### config.mk
export PLATFORM = sky130hd
export DESIGN_NAME = pwm_capture_flat
export DESIGN_NICKNAME = d
export VERILOG_FILES = /design/src/rtl/pwm_capture_if.sv /design/src/rtl/pwm_capture.sv /design/src/flat_wrapper.sv
export SDC_FILE = /design/constraint.sdc
export NUM_CORES = 1
export LEC_CHECK = 0
export CORE_MARGIN = 4
export CORE_UTILIZATION = 54
export DETAILED_ROUTE_END_ITERATION = 10
export PLACE_DENSITY = 0.79
export REMOVE_ABC_BUFFERS = 1
export SETUP_SLACK_MARGIN = 0.2
export SYNTH_ARGS = -nofsm -noshare
export SYNTH_HDL_FRONTEND = slang
export SYNTH_SLANG_ARGS = --single-unit
### constraint.sdc
create_clock -name clk -period 2 [get_ports clk]
set_input_delay 0.4 -clock clk [delete_from_list [all_inputs] [get_ports clk]]
set_output_delay 0.4 -clock clk [all_outputs]
set_load 0.1 [all_outputs]
### src/rtl/pwm_capture_if.sv
// pwm_capture_if: PWM input pin and measurement results of pwm_capture.
// master = capture block (produces measurements), slave = consumer/driver of pwm_in.
`default_nettype none

interface pwm_capture_if #(
  parameter int WIDTH = 16
);
  logic             pwm_in;
  logic [WIDTH-1:0] high_cnt;
  logic [WIDTH-1:0] period_cnt;
  logic             meas_valid;
  logic             timeout;
  logic [3:0]       duty;
  logic             duty_valid;

  modport master (
    input  pwm_in,
    output high_cnt, period_cnt, meas_valid, timeout, duty, duty_valid
  );

  modport slave (
    output pwm_in,
    input  high_cnt, period_cnt, meas_valid, timeout, duty, duty_valid
  );
endinterface

`default_nettype wire

### src/rtl/pwm_capture.sv
// pwm_capture: measures high time and period of an asynchronous PWM input.
// Optional 4-bit duty divider enabled by macro PWM_CAPTURE_DUTY_EN.
`default_nettype none

module pwm_capture #(
  parameter int WIDTH = 16
) (
  input  logic          clk,
  input  logic          reset,
  pwm_capture_if.master cap
);
  localparam logic [WIDTH-1:0] CNT_MAX = '1;

  typedef enum logic [1:0] {
    IDLE = 2'd0,
    HIGH = 2'd1,
    LOW  = 2'd2
  } state_t;

  state_t           state_q;
  logic             s1_q, s2_q, s3_q;
  logic             rise, fall;
  logic [WIDTH-1:0] cnt_q, cnt_d;
  logic [WIDTH-1:0] hcnt_q, high_cnt_q, period_cnt_q;
  logic             meas_valid_q, timeout_q;

  always_ff @(posedge clk or negedge reset) begin
    if (!reset) begin
      s1_q <= 1'b0;
      s2_q <= 1'b0;
      s3_q <= 1'b0;
    end else begin
      s1_q <= cap.pwm_in;
      s2_q <= s1_q;
      s3_q <= s2_q;
    end
  end

  assign rise = s2_q & ~s3_q;
  assign fall = ~s2_q & s3_q;

  always_comb begin
    cnt_d = cnt_q;
    if (rise)
      cnt_d = WIDTH'(1);
    else if (cnt_q != CNT_MAX)
      cnt_d = cnt_q + WIDTH'(1);
  end

  // A qualifying edge takes priority over the timeout when both land on the same cycle.
  always_ff @(posedge clk or negedge reset) begin
    if (!reset) begin
      state_q      <= IDLE;
      cnt_q        <= '0;
      hcnt_q       <= '0;
      high_cnt_q   <= '0;
      period_cnt_q <= '0;
      meas_valid_q <= 1'b0;
      timeout_q    <= 1'b0;
    end else begin
      cnt_q        <= cnt_d;
      meas_valid_q <= 1'b0;
      case (state_q)
        IDLE: begin
          if (rise) begin
            state_q   <= HIGH;
            timeout_q <= 1'b0;
          end
        end
        HIGH: begin
          if (fall) begin
            hcnt_q  <= cnt_q;
            state_q <= LOW;
          end else if (cnt_q == CNT_MAX) begin
            timeout_q <= 1'b1;
            state_q   <= IDLE;
          end
        end
        LOW: begin
          if (rise) begin
            period_cnt_q <= cnt_q;
            high_cnt_q   <= hcnt_q;
            meas_valid_q <= 1'b1;
            state_q      <= HIGH;
          end else if (cnt_q == CNT_MAX) begin
            timeout_q <= 1'b1;
            state_q   <= IDLE;
          end
        end
        default: state_q <= IDLE;
      endcase
    end
  end

  assign cap.high_cnt   = high_cnt_q;
  assign cap.period_cnt = period_cnt_q;
  assign cap.meas_valid = meas_valid_q;
  assign cap.timeout    = timeout_q;

`ifdef PWM_CAPTURE_DUTY_EN
  logic             div_busy_q;
  logic [1:0]       div_step_q;
  logic [WIDTH-1:0] div_rem_q, div_den_q;
  logic [3:0]       div_quo_q, duty_q;
  logic             duty_valid_q;
  logic [WIDTH-1:0] rem_src, den_src, rem_d;
  logic [WIDTH:0]   shift, diff;
  logic [3:0]       quo_src, quo_d;
  logic             ge;

  // high_cnt < period_cnt, so the partial remainder always fits WIDTH bits.
  always_comb begin
    rem_src = meas_valid_q ? high_cnt_q   : div_rem_q;
    den_src = meas_valid_q ? period_cnt_q : div_den_q;
    quo_src = meas_valid_q ? 4'd0         : div_quo_q;
    shift   = {rem_src, 1'b0};
    diff    = shift - {1'b0, den_src};
    ge      = (shift >= {1'b0, den_src});
    rem_d   = ge ? WIDTH'(diff) : WIDTH'(shift);
    quo_d   = {quo_src[2:0], ge};
  end

  always_ff @(posedge clk or negedge reset) begin
    if (!reset) begin
      div_busy_q   <= 1'b0;
      div_step_q   <= 2'd0;
      div_rem_q    <= '0;
      div_den_q    <= '0;
      div_quo_q    <= 4'd0;
      duty_q       <= 4'd0;
      duty_valid_q <= 1'b0;
    end else begin
      duty_valid_q <= 1'b0;
      if (meas_valid_q) begin
        div_busy_q <= 1'b1;
        div_step_q <= 2'd1;
        div_rem_q  <= rem_d;
        div_quo_q  <= quo_d;
        div_den_q  <= period_cnt_q;
      end else if (div_busy_q) begin
        div_rem_q <= rem_d;
        div_quo_q <= quo_d;
        if (div_step_q == 2'd3) begin
          div_busy_q   <= 1'b0;
          duty_q       <= quo_d;
          duty_valid_q <= 1'b1;
        end else begin
          div_step_q <= div_step_q + 2'd1;
        end
      end
    end
  end

  assign cap.duty       = duty_q;
  assign cap.duty_valid = duty_valid_q;
`else
  assign cap.duty       = 4'd0;
  assign cap.duty_valid = 1'b0;
`endif

endmodule

`default_nettype wire

### src/flat_wrapper.sv
// flat-port wrapper written by rule: the top's interface ports become plain ports
module pwm_capture_flat 
#(
  parameter int WIDTH = 16
)
  (clk, reset, cap_pwm_in, cap_high_cnt, cap_period_cnt, cap_meas_valid, cap_timeout, cap_duty, cap_duty_valid);
  pwm_capture_if #(.WIDTH(WIDTH)) cap_i ();
  input  logic clk;
  input  logic reset;
  input wire logic [$bits(cap_i.pwm_in)-1:0] cap_pwm_in;
  output wire logic [$bits(cap_i.high_cnt)-1:0] cap_high_cnt;
  output wire logic [$bits(cap_i.period_cnt)-1:0] cap_period_cnt;
  output wire logic [$bits(cap_i.meas_valid)-1:0] cap_meas_valid;
  output wire logic [$bits(cap_i.timeout)-1:0] cap_timeout;
  output wire logic [$bits(cap_i.duty)-1:0] cap_duty;
  output wire logic [$bits(cap_i.duty_valid)-1:0] cap_duty_valid;
  assign cap_i.pwm_in = cap_pwm_in;
  assign cap_high_cnt = cap_i.high_cnt;
  assign cap_period_cnt = cap_i.period_cnt;
  assign cap_meas_valid = cap_i.meas_valid;
  assign cap_timeout = cap_i.timeout;
  assign cap_duty = cap_i.duty;
  assign cap_duty_valid = cap_i.duty_valid;
  pwm_capture #(.WIDTH(WIDTH)) u_core (.clk(clk), .reset(reset), .cap(cap_i));
endmodule
==> results of run 1 <==
[final cells by class]
| type | count | area share (%) |
|---|---|---|
| Sequential cell | 71 | 48.5 |
| Inverter | 5 | 0.512 |
| Multi-Input combinational cell | 183 | 33.7 |
| Timing Repair Buffer | 49 | 10.4 |
| Clock inverter | 1 | 0.136 |
| Clock buffer | 13 | 4.33 |
| Tap cell | 72 | 2.46 |
[final timing paths]
check / from / end / slack (ns) / cells past startpoint
setup / recovery: u_core.cnt_q[1] / u_core.cnt_q[10] / 0.27 / 5
hold / removal: reset / u_core.cap.period_cnt[0] / 0.07 / 2
setup reg to reg: u_core.cnt_q[1] / u_core.cnt_q[10] / 0.27 / 5
hold reg to reg: u_core.s1_q / u_core.s2_q / 0.35 / 0
max in group asynchronous: reset / u_core.cnt_q[9] / 1.62 / 2
min in group clk: u_core.s1_q / u_core.s2_q / 0.35 / 0
[through the flow]
step / setup slack, ns / TNS (ns) / instance area (sq um) / hold WS, ns / total power, mW
finish: 0.268 / 0 / 3670 / 0.0737 / 3.89
global route: 0.201 / 0 / 3670 / 0.106 / 4.09
CTS: 0.213 / 0 / 3650 / 0.0869 / 3.93
detailed placement: 0.0923 / 0 / 3480 / 0.336 / 2.94
global placement: 0.170 / 0 / 3480 / 0.332 / 2.91
floorplan: -0.199 / -0.846 / 3030 / 0.104 / 2.65
[where the power goes]
part | total [mW] | internal (mW) | switching, mW
clock network | 0.976 | 0.503 | 0.473
logic | 1.16 | 0.320 | 0.839
registers | 1.75 | 1.60 | 0.152
total | 3.89 | 2.42 | 1.46
[what timing repair did]
item | CTS | global route
buffers inserted | 0 | 2
pin swaps | 0 | 1
resized for setup | 3 | 2
endpoints found under the setup margin | 7 | 11
[registers in the layout, summed over array words and instances (netlist names)]
register / count
u_core.s1_q: 1
u_core.cnt_q: 16
u_core.cap.timeout: 1
u_core.s2_q: 1
u_core.cap.high_cnt: 16
u_core.cap.period_cnt: 16
u_core.s3_q: 1
u_core.hcnt_q: 16
u_core.cap.meas_valid: 1
u_core.state_q: 2
[layer usage]
layer	vias up	global-route usage, %	share of wire, %
met5	-	0	0
met1	1049	21.3	45
met3	12	4.91	5.0
met4	0	7.16	2.3
met2	53	27.5	48
li1	1040	-	-
[cell families after synthesis]
kind of cell	count (synthesis)	share of synthesized area, %
AOI/OAI and AO/OA	34	7.37
and+or+nand+nor	105	17.2
DFF	71	56.6
buffers and inverters	24	4.74
adders and majority gates	5	1.99
other	1	0.119
muxes	33	11.7
xor gates and xnor gates	1	0.279
[layout by cell type (no fill, tap or decap), drive strengths merged]
master         count
dfrtp             71
nand2             60
buf               48
mux2              31
clkbuf            13
nand3              8
o21ai              8
a21oi              8
nor2               6
or3                6
inv                5
nand2b             5
conb               5
ha                 5
nand4              5
nor3               4
o311ai             3
o41ai              3
mux2i              2
o31ai              2
or4                2
a31oi              2
a21o               2
a41oi              2
and3               2
nor4               2
and2b              1
nand3b             1
or2                1
and4               1
o311a              1
a41o               1
o211ai             1
xor2               1
a221o              1
nor2b              1
clkinv             1
clkdlybuf4s50      1
==> results.txt, run 1 <==
RSZ-0062 raised after global routing -> false
Clock root buffer -> clkbuf_8
Final GP Congestion -> 0.786
Vias post-DR -> 2,154
Diode count -> 0
Routed WL -> 5640 um
Arr. time, crit path -> 2.00 ns
First-pass GRT wire length -> 9670 um
Max Root-Sink Buffers -> 2
Global-route congestion overflow total -> 0
Power per standard cell area -> 1060 nW/um^2
Fmax -> 577 MHz
Dominant cells by area after synthesis -> dfrtp_1 (57%), mux2_2 (11%), nand2_1 (7.2%)
CP max stage delay -> 0.42 ns
Ys Warns -> 0
Mapped Area -> 3140 sq um
Critical path cell sequence -> ha_2, nand4_4, or2_4, or4_1, a21oi_1
Seq/Total Area, Yosys -> 56.6%
Fin. Hold Viols -> 0
Starting DRT DRC Count -> 145
Detailed Routing Iterations Pass 1 -> 4
FF/Latch Area -> 1780 sq um
Most frequent cells after synthesis -> dfrtp_1 (71), nand2_1 (60), mux2_2 (31)
Clk slew on worst S/H paths -> 0.07 ns
Crit end category -> flip-flop
Final setup vio count -> 0
Count of flip-flops with a built-in enable after synthesis -> 0
Hold Path Class -> in2async
Area Growth Syn to Fin -> 16.8%
Final worst-path cycle share -> 86.6%
Final Max Tran Viols -> 0
CTS buffer count -> 9
Syn Inst Count -> 274
# rows -> 27
Final non-filler cell total -> 394
Async SR Flop Fraction -> 100%
Yosys reg bits -> 71
Avg WL per Cell -> 14.3 um
Leak -> 1.91 nW
Worst-case clock skew -> 0.00809 ns
Die area -> 7100 sq um
Startpoint types -> flip-flop
Count leader, synth -> dfrtp_1
MaxCap Viol Count -> 0
Worst skew pair latency -> 0.34 ns
Cell taking the most area after synthesis -> dfrtp_1
Combined area of the multi-input logic cells -> 1240 sq um
Fill cells -> 481
Yosys cell types -> 46
Initial antenna violation count -> 0
Maximum vdd drop -> 1000 uV
Fin nets -> 327
Starting Density -> 56.4%
Core Box Area -> 5570 sq um
Die Span Y -> 84.3 um
Share of the synthesized area in the top cell type -> 56.6%
Crit path max fanout -> 8
Crit path time final -> 1.73 ns
Antenna viol nets, final -> 0
Class of the most critical setup path -> reg2reg
CTS tree -> built
Via/cell ratio -> 5.47
Cts hold-fix bufs -> 0
Vias in the first global route -> 2,107
Largest net degree at the start of global routing -> 72
Final core utilization -> 65.8%
Die Wd -> 84.3 um
Layout cells sized above 1 -> 32.3%
CP top delay family -> simple AND/OR/NAND/NOR gates
Number of I/O port buffers -> 36
Worst Path Required -> 2.27 ns
Status -> finished clean
Post-DP HPWL -> 3890 um
H-Tree Depth -> 3
Clk sinks -> 71
DRC viols -> 0
CP max-delay cell -> dfrtp_2
Predominant post-synthesis flop cell -> dfrtp_1
Mean post-synth cell area -> 11.5 sq um
Buf/Inv on CP -> 0
Boundary Pins -> 42
Placed cells -> 378
GRT Total Usage -> 17.0%
Power figures use the tool's default switching activity.
==> run 2, diff against run 1 <==
CORE_UTILIZATION = 49   (was 54)
GPL_TIMING_DRIVEN = 0   (was not set)
PLACE_DENSITY = 0.75   (was 0.79)
clock period = 1.5 ns   (was 2 ns; I/O delays follow)
==> run 2 against run 1 <==
Effect of this change: the flow now finishes with violations (setup timing); flip-flop and latch count stayed put; die area up 9.2%; largest power group unchanged; critical path type unchanged; via count up 22%; core utilization rose by 11 points; hold slack better by 0.0029 ns; maximum frequency grew 5.0%.
==> results.txt, run 2 (synthesis gave the netlist of run 1 again) <==
CP max-delay cell -> dfrtp_2
Crit end category -> flip-flop
Class of the most critical setup path -> reg2reg
Worst skew pair latency -> 0.34 ns
Commonest non-fill, non-tap cell in the layout -> dfrtp_1
Starting DRT DRC Count -> 305
Boundary Pins -> 42
Final non-filler cell total -> 443
GRT Total Usage -> 22.4%
MaxCap Viol Count -> 0
Placed cells -> 370
Core Box Area -> 6060 sq um
Vias post-DR -> 2,618
Fill cells -> 357
Commonest non-fill, non-tap cells in the layout -> dfrtp_1 (53), buf_6 (50), nand2_1 (44)
Routed WL -> 9340 um
CTS buffer count -> 9
Slew @ Worst Pin -> 0.882 ns
FF/Latch Area -> 1800 sq um
Final worst-path cycle share -> 110%
Critical path cell sequence -> nand3_2, nor4_4, buf_6, nor4_2, a221o_1
Diode count -> 0
Clock root buffer -> clkbuf_8
Final Max Tran Viols -> 0
Final worst-path setup slack -> -0.150 ns
GR Layer Usage met2 -> 36.5%
# rows -> 28
Max Root-Sink Buffers -> 2
Worst Path Required -> 1.71 ns
Post-DP HPWL -> 3510 um
Failing checks -> setup timing
GRT busiest layer -> met2
Die Wd -> 88.1 um
Area Growth Syn to Fin -> 47.7%
Die Span Y -> 88.1 um
Layout cells sized above 1 -> 58.4%
Clk sinks -> 71
Status -> finished with violations
Hold Path Class -> in2async
CP max stage delay -> 0.46 ns
Power per standard cell area -> 1300 nW/um^2
Largest net degree at the start of global routing -> 72
H-Tree Depth -> 3
Via/cell ratio -> 5.91
Initial antenna violation count -> 0
Clk slew on worst S/H paths -> 0.07 ns
Startpoint types -> flip-flop
DRC viols -> 0
Worst-case clock skew -> 0.00845 ns
Fin nets -> 374
Global-route congestion overflow total -> 0
RSZ-0062 raised after global routing -> true
Slew headroom -> 41.2%
Crit path time final -> 1.65 ns
CTS tree -> built
M3 GR Usage -> 5.55%
Fmax -> 606 MHz
Vias in the first global route -> 2,556
Fin. Hold Viols -> 0
Arr. time, crit path -> 1.86 ns
Final GP Congestion -> 0.824
Die area -> 7760 sq um
Met1 Use GR -> 28.9%
Detailed Routing Iterations Pass 1 -> 5
Starting Density -> 51.8%
Crit path max fanout -> 6
Number of I/O port buffers -> 36
Cts hold-fix bufs -> 0
First-pass GRT wire length -> 13,100 um
Antenna viol nets, final -> 0
Combined area of the multi-input logic cells -> 1640 sq um
Final setup vio count -> 18
Leak -> 2.30 nW
Hold_ws -> 0.0767 ns
Avg WL per Cell -> 21.1 um
Maximum vdd drop -> 1320 uV
==> run 2: cell count changes in the layout (fill, tap and decap cells not counted), sizes merged <==
cell,before,now
clkinv,1,2
inv,5,4
buf,48,91
nand2,60,61
clkinvlp,0,3
clkbuf,13,11
nand3b,1,2
==> run 2: final timing paths <==
kind / from / end / slack [ns] / cells past startpoint
hold reg to reg: u_core.s1_q / u_core.s2_q / 0.36 / 0
setup / recovery: u_core.cnt_q[7] / u_core.state_q[0] / -0.15 / 5
max in group asynchronous: reset / u_core.cnt_q[9] / 0.79 / 1
min in group clk: u_core.s1_q / u_core.s2_q / 0.36 / 0
hold / removal: reset / u_core.hcnt_q[0] / 0.08 / 1
setup reg to reg: u_core.cnt_q[7] / u_core.state_q[0] / -0.15 / 5
==> run 2: area by class of cell <==
class,count,area share (%)
flip-flops and latches,71,38.8
multi-input cells,185,35.3
repair buffers,92,19.8
clock buffers,11,3.05
well taps,75,2.02
inverters,5,0.485
repair inverters,2,0.324
clock inverters,2,0.216
==> run 2: repair_timing <==
action                     4_1_cts  5_1_grt
cloned                           5        0
pin swaps                       33       19
hold endpoints to repair         0        0
gates resized for setup        306       74
setup buffers                   42       13
setup endpoints to repair      102       98
==> run 2: where the power goes <==
group / internal [mW] / switching [mW] / leakage [nW] / total (mW)
clock: 0.613 / 0.657 / 0.0809 / 1.27
combinational: 0.890 / 1.48 / 1.28 / 2.37
sequential: 2.15 / 0.237 / 0.939 / 2.38
total: 3.65 / 2.38 / 2.30 / 6.03
==> run 2: layer usage <==
layer	routed length [um]	share of wire, %	vias to the layer above
li1	-	-	1134
met1	3750	40	1322
met2	4700	50	129
met3	587	6.3	33
met4	298	3.2	0
met5	0	0	-
==> run 2: critical path, delay by kind of cell, from the launching register on <==
kind / cells / cell delay [ns]
simple gates: 3 / 0.57
flops: 1 / 0.46
compound gates: 1 / 0.30
buf+inv: 1 / 0.20
==> run 2: stage by stage <==
step | setup WS [ns] | total power [mW] | cell area (sq um) | TNS [ns] | utilization (%)
after floorplan | -0.699 | 3.53 | 3030 | -19.60 | -
after global placement | -2.19 | 3.87 | 3480 | -213.64 | 57.4
after detailed placement | -1.50 | 3.90 | 3480 | -61.89 | 57.4
after CTS | -0.0248 | 5.64 | 4250 | -0.0248 | 70.2
after global routing | -0.191 | 6.25 | 4640 | -2.20 | 76.6
final | -0.150 | 6.03 | 4640 | -0.897 | 76.6
==> run 3, diff against run 2 <==
CORE_ASPECT_RATIO = 0.6   (was not set)
SLEW_MARGIN = 0   (was not set)
==> run 3 against run 2 <==
Effect of this change: the run still ends with setup timing left; flip-flop and latch count is the same; non-clock buffer count shrank 23; via count shrank 9.7%; critical path type unchanged; largest cell class unchanged; largest power group unchanged; highest routed layer unchanged.
==> results.txt, run 3 (synthesis gave the netlist of run 1 again) <==
Arr. time, crit path -> 1.81 ns
Boundary Pins -> 42
H-Tree Depth -> 3
# rows -> 22
Fin Setup TNS -> -0.785 ns
Die Wd -> 111 um
Worst Path Required -> 1.73 ns
Final worst-path cycle share -> 105%
Routed WL -> 7630 um
Leak -> 2.07 nW
Maximum vdd drop -> 1480 uV
Final Max Tran Viols -> 0
Fmax -> 634 MHz
R2r endpoint -> u_core.state_q[0]
Status -> finished with violations
Core Box Area -> 6170 sq um
M3 GR Usage -> 6.49%
Starting DRT DRC Count -> 115
Final instance area -> 4280 sq um
DRC viols -> 0
Cells on worst reg2reg path -> 5
Failing checks -> setup timing
Clk slew on worst S/H paths -> 0.08 ns
Fin. Hold Viols -> 0
GR Layer Usage met2 -> 32.3%
CTS tree -> built
Antenna viol nets, final -> 0
Fin nets -> 351
Area Growth Syn to Fin -> 36.3%
Post-DP HPWL -> 3790 um
Avg WL per Cell -> 17.7 um
Global-route congestion overflow total -> 0
Class of the most critical setup path -> reg2reg
Slew @ Worst Pin -> 0.870 ns
GRT busiest layer -> met2
GRT Total Usage -> 20.9%
Crit path max fanout -> 15
Die Span Y -> 70.0 um
Worst-case clock skew -> 0.00989 ns
Placed cells -> 379
MaxCap Viol Count -> 0
Final setup vio count -> 25
Met1 Use GR -> 28.3%
Vias in the first global route -> 2,445
Commonest non-fill, non-tap cell in the layout -> nand2_1
Clk sinks -> 71
Post-DP Area -> 3490 sq um
Vias post-DR -> 2,365
Layout cells sized above 1 -> 47.3%
Die area -> 7800 sq um
Power per standard cell area -> 1420 nW/um^2
Final worst-path setup slack -> -0.0777 ns
Starting Density -> 51.0%
CTS buffer count -> 9
Final GP Congestion -> 0.814
Final non-filler cell total -> 431
R2R setup slack -> -0.08 ns
Via/cell ratio -> 5.49
Total Power -> 6.08 mW
Worst skew pair latency -> 0.34 ns
Clock root buffer -> clkbuf_8
Slew headroom -> 42.0%
Hold Path Class -> in2async
Max Root-Sink Buffers -> 2
Crit path time final -> 1.58 ns
First-pass GRT wire length -> 12,900 um
Commonest non-fill, non-tap cells in the layout -> nand2_1 (58), dfrtp_1 (55), buf_6 (37)
Diode count -> 0
Detailed Routing Iterations Pass 1 -> 5
Largest net degree at the start of global routing -> 72
Initial antenna violation count -> 0
Startpoint types -> flip-flop
Number of I/O port buffers -> 36
RSZ-0062 raised after global routing -> true
Crit end category -> flip-flop
RR Startpoint -> u_core.cnt_q[10]
## run 3: cell types whose count changed in the layout (fill, tap and decap cells not counted), sizes merged
| cell | change |
|---|---|
| bufinv | +2 |
| clkinvlp | +3 |
| clkbuf | -1 |
| buf | -23 |
| clkinv | -2 |
## run 3: how the worst max path moves through the flow
stage	startpoint	to	slack (ns)	cells after the start
2_1_floorplan	u_core.s3_q	u_core.cap.high_cnt[12]	-0.70	4
3_3_place_gp	reset	u_core.cap.high_cnt[13]	-2.23	1
3_5_place_dp	u_core.s3_q	u_core.cap.high_cnt[12]	-1.55	4
4_1_cts	u_core.cnt_q[1]	u_core.cnt_q[10]	-0.04	5
5_1_grt	u_core.cnt_q[10]	u_core.state_q[0]	-0.13	5
6_report	u_core.cnt_q[10]	u_core.state_q[0]	-0.08	5
## run 3: cell type report
| cell class | count | area, sq um |
|---|---|---|
| repair inverters | 2 | 15.0 |
| clock buffers | 10 | 138 |
| inverters | 5 | 22.5 |
| flip-flops and latches | 71 | 1800 |
| fillers | 456 | 1880 |
| repair buffers | 69 | 717 |
| well taps | 84 | 105 |
| multi-input cells | 185 | 1410 |
| clock inverters | 5 | 82.6 |
## run 3: what timing repair did
item	CTS	global route
setup buffers	27	6
pin swaps	13	1
endpoints found under the hold margin	0	0
setup endpoints to repair	102	87
resized for setup	281	33
hold buffers	0	0
gates cloned	4	0
## run 3: metrics by stage
stage                     util [%]  worst slack, ns  hold WS [ns]
after floorplan                  -           -0.699       0.00441
after global placement        56.6            -2.23         0.333
after detailed placement      56.6            -1.55         0.346
after CTS                     66.9          -0.0352        0.0976
after global routing          69.4           -0.131         0.142
final                         69.4          -0.0777        0.0674
## run 3: metal layers
layer / up-vias / routed length [um]
li1: 1096 / -
met1: 1176 / 3450
met2: 82 / 3620
met3: 11 / 434
met4: 0 / 123
met5: - / 0
## run 3: worst max-delay path: stages, from the launching register on
cell and delay, ns:
dfrtp_2 0.40, nand4_4 0.18, nor4_4 0.38, buf_12 0.19, nor4_2 0.05, a221o_1 0.26
## run 3: where the power goes
part / switching, mW / internal [mW] / total (mW)
logic: 1.31 / 0.720 / 2.02
clock network: 0.705 / 0.971 / 1.68
registers: 0.239 / 2.14 / 2.38
total: 2.25 / 3.83 / 6.08
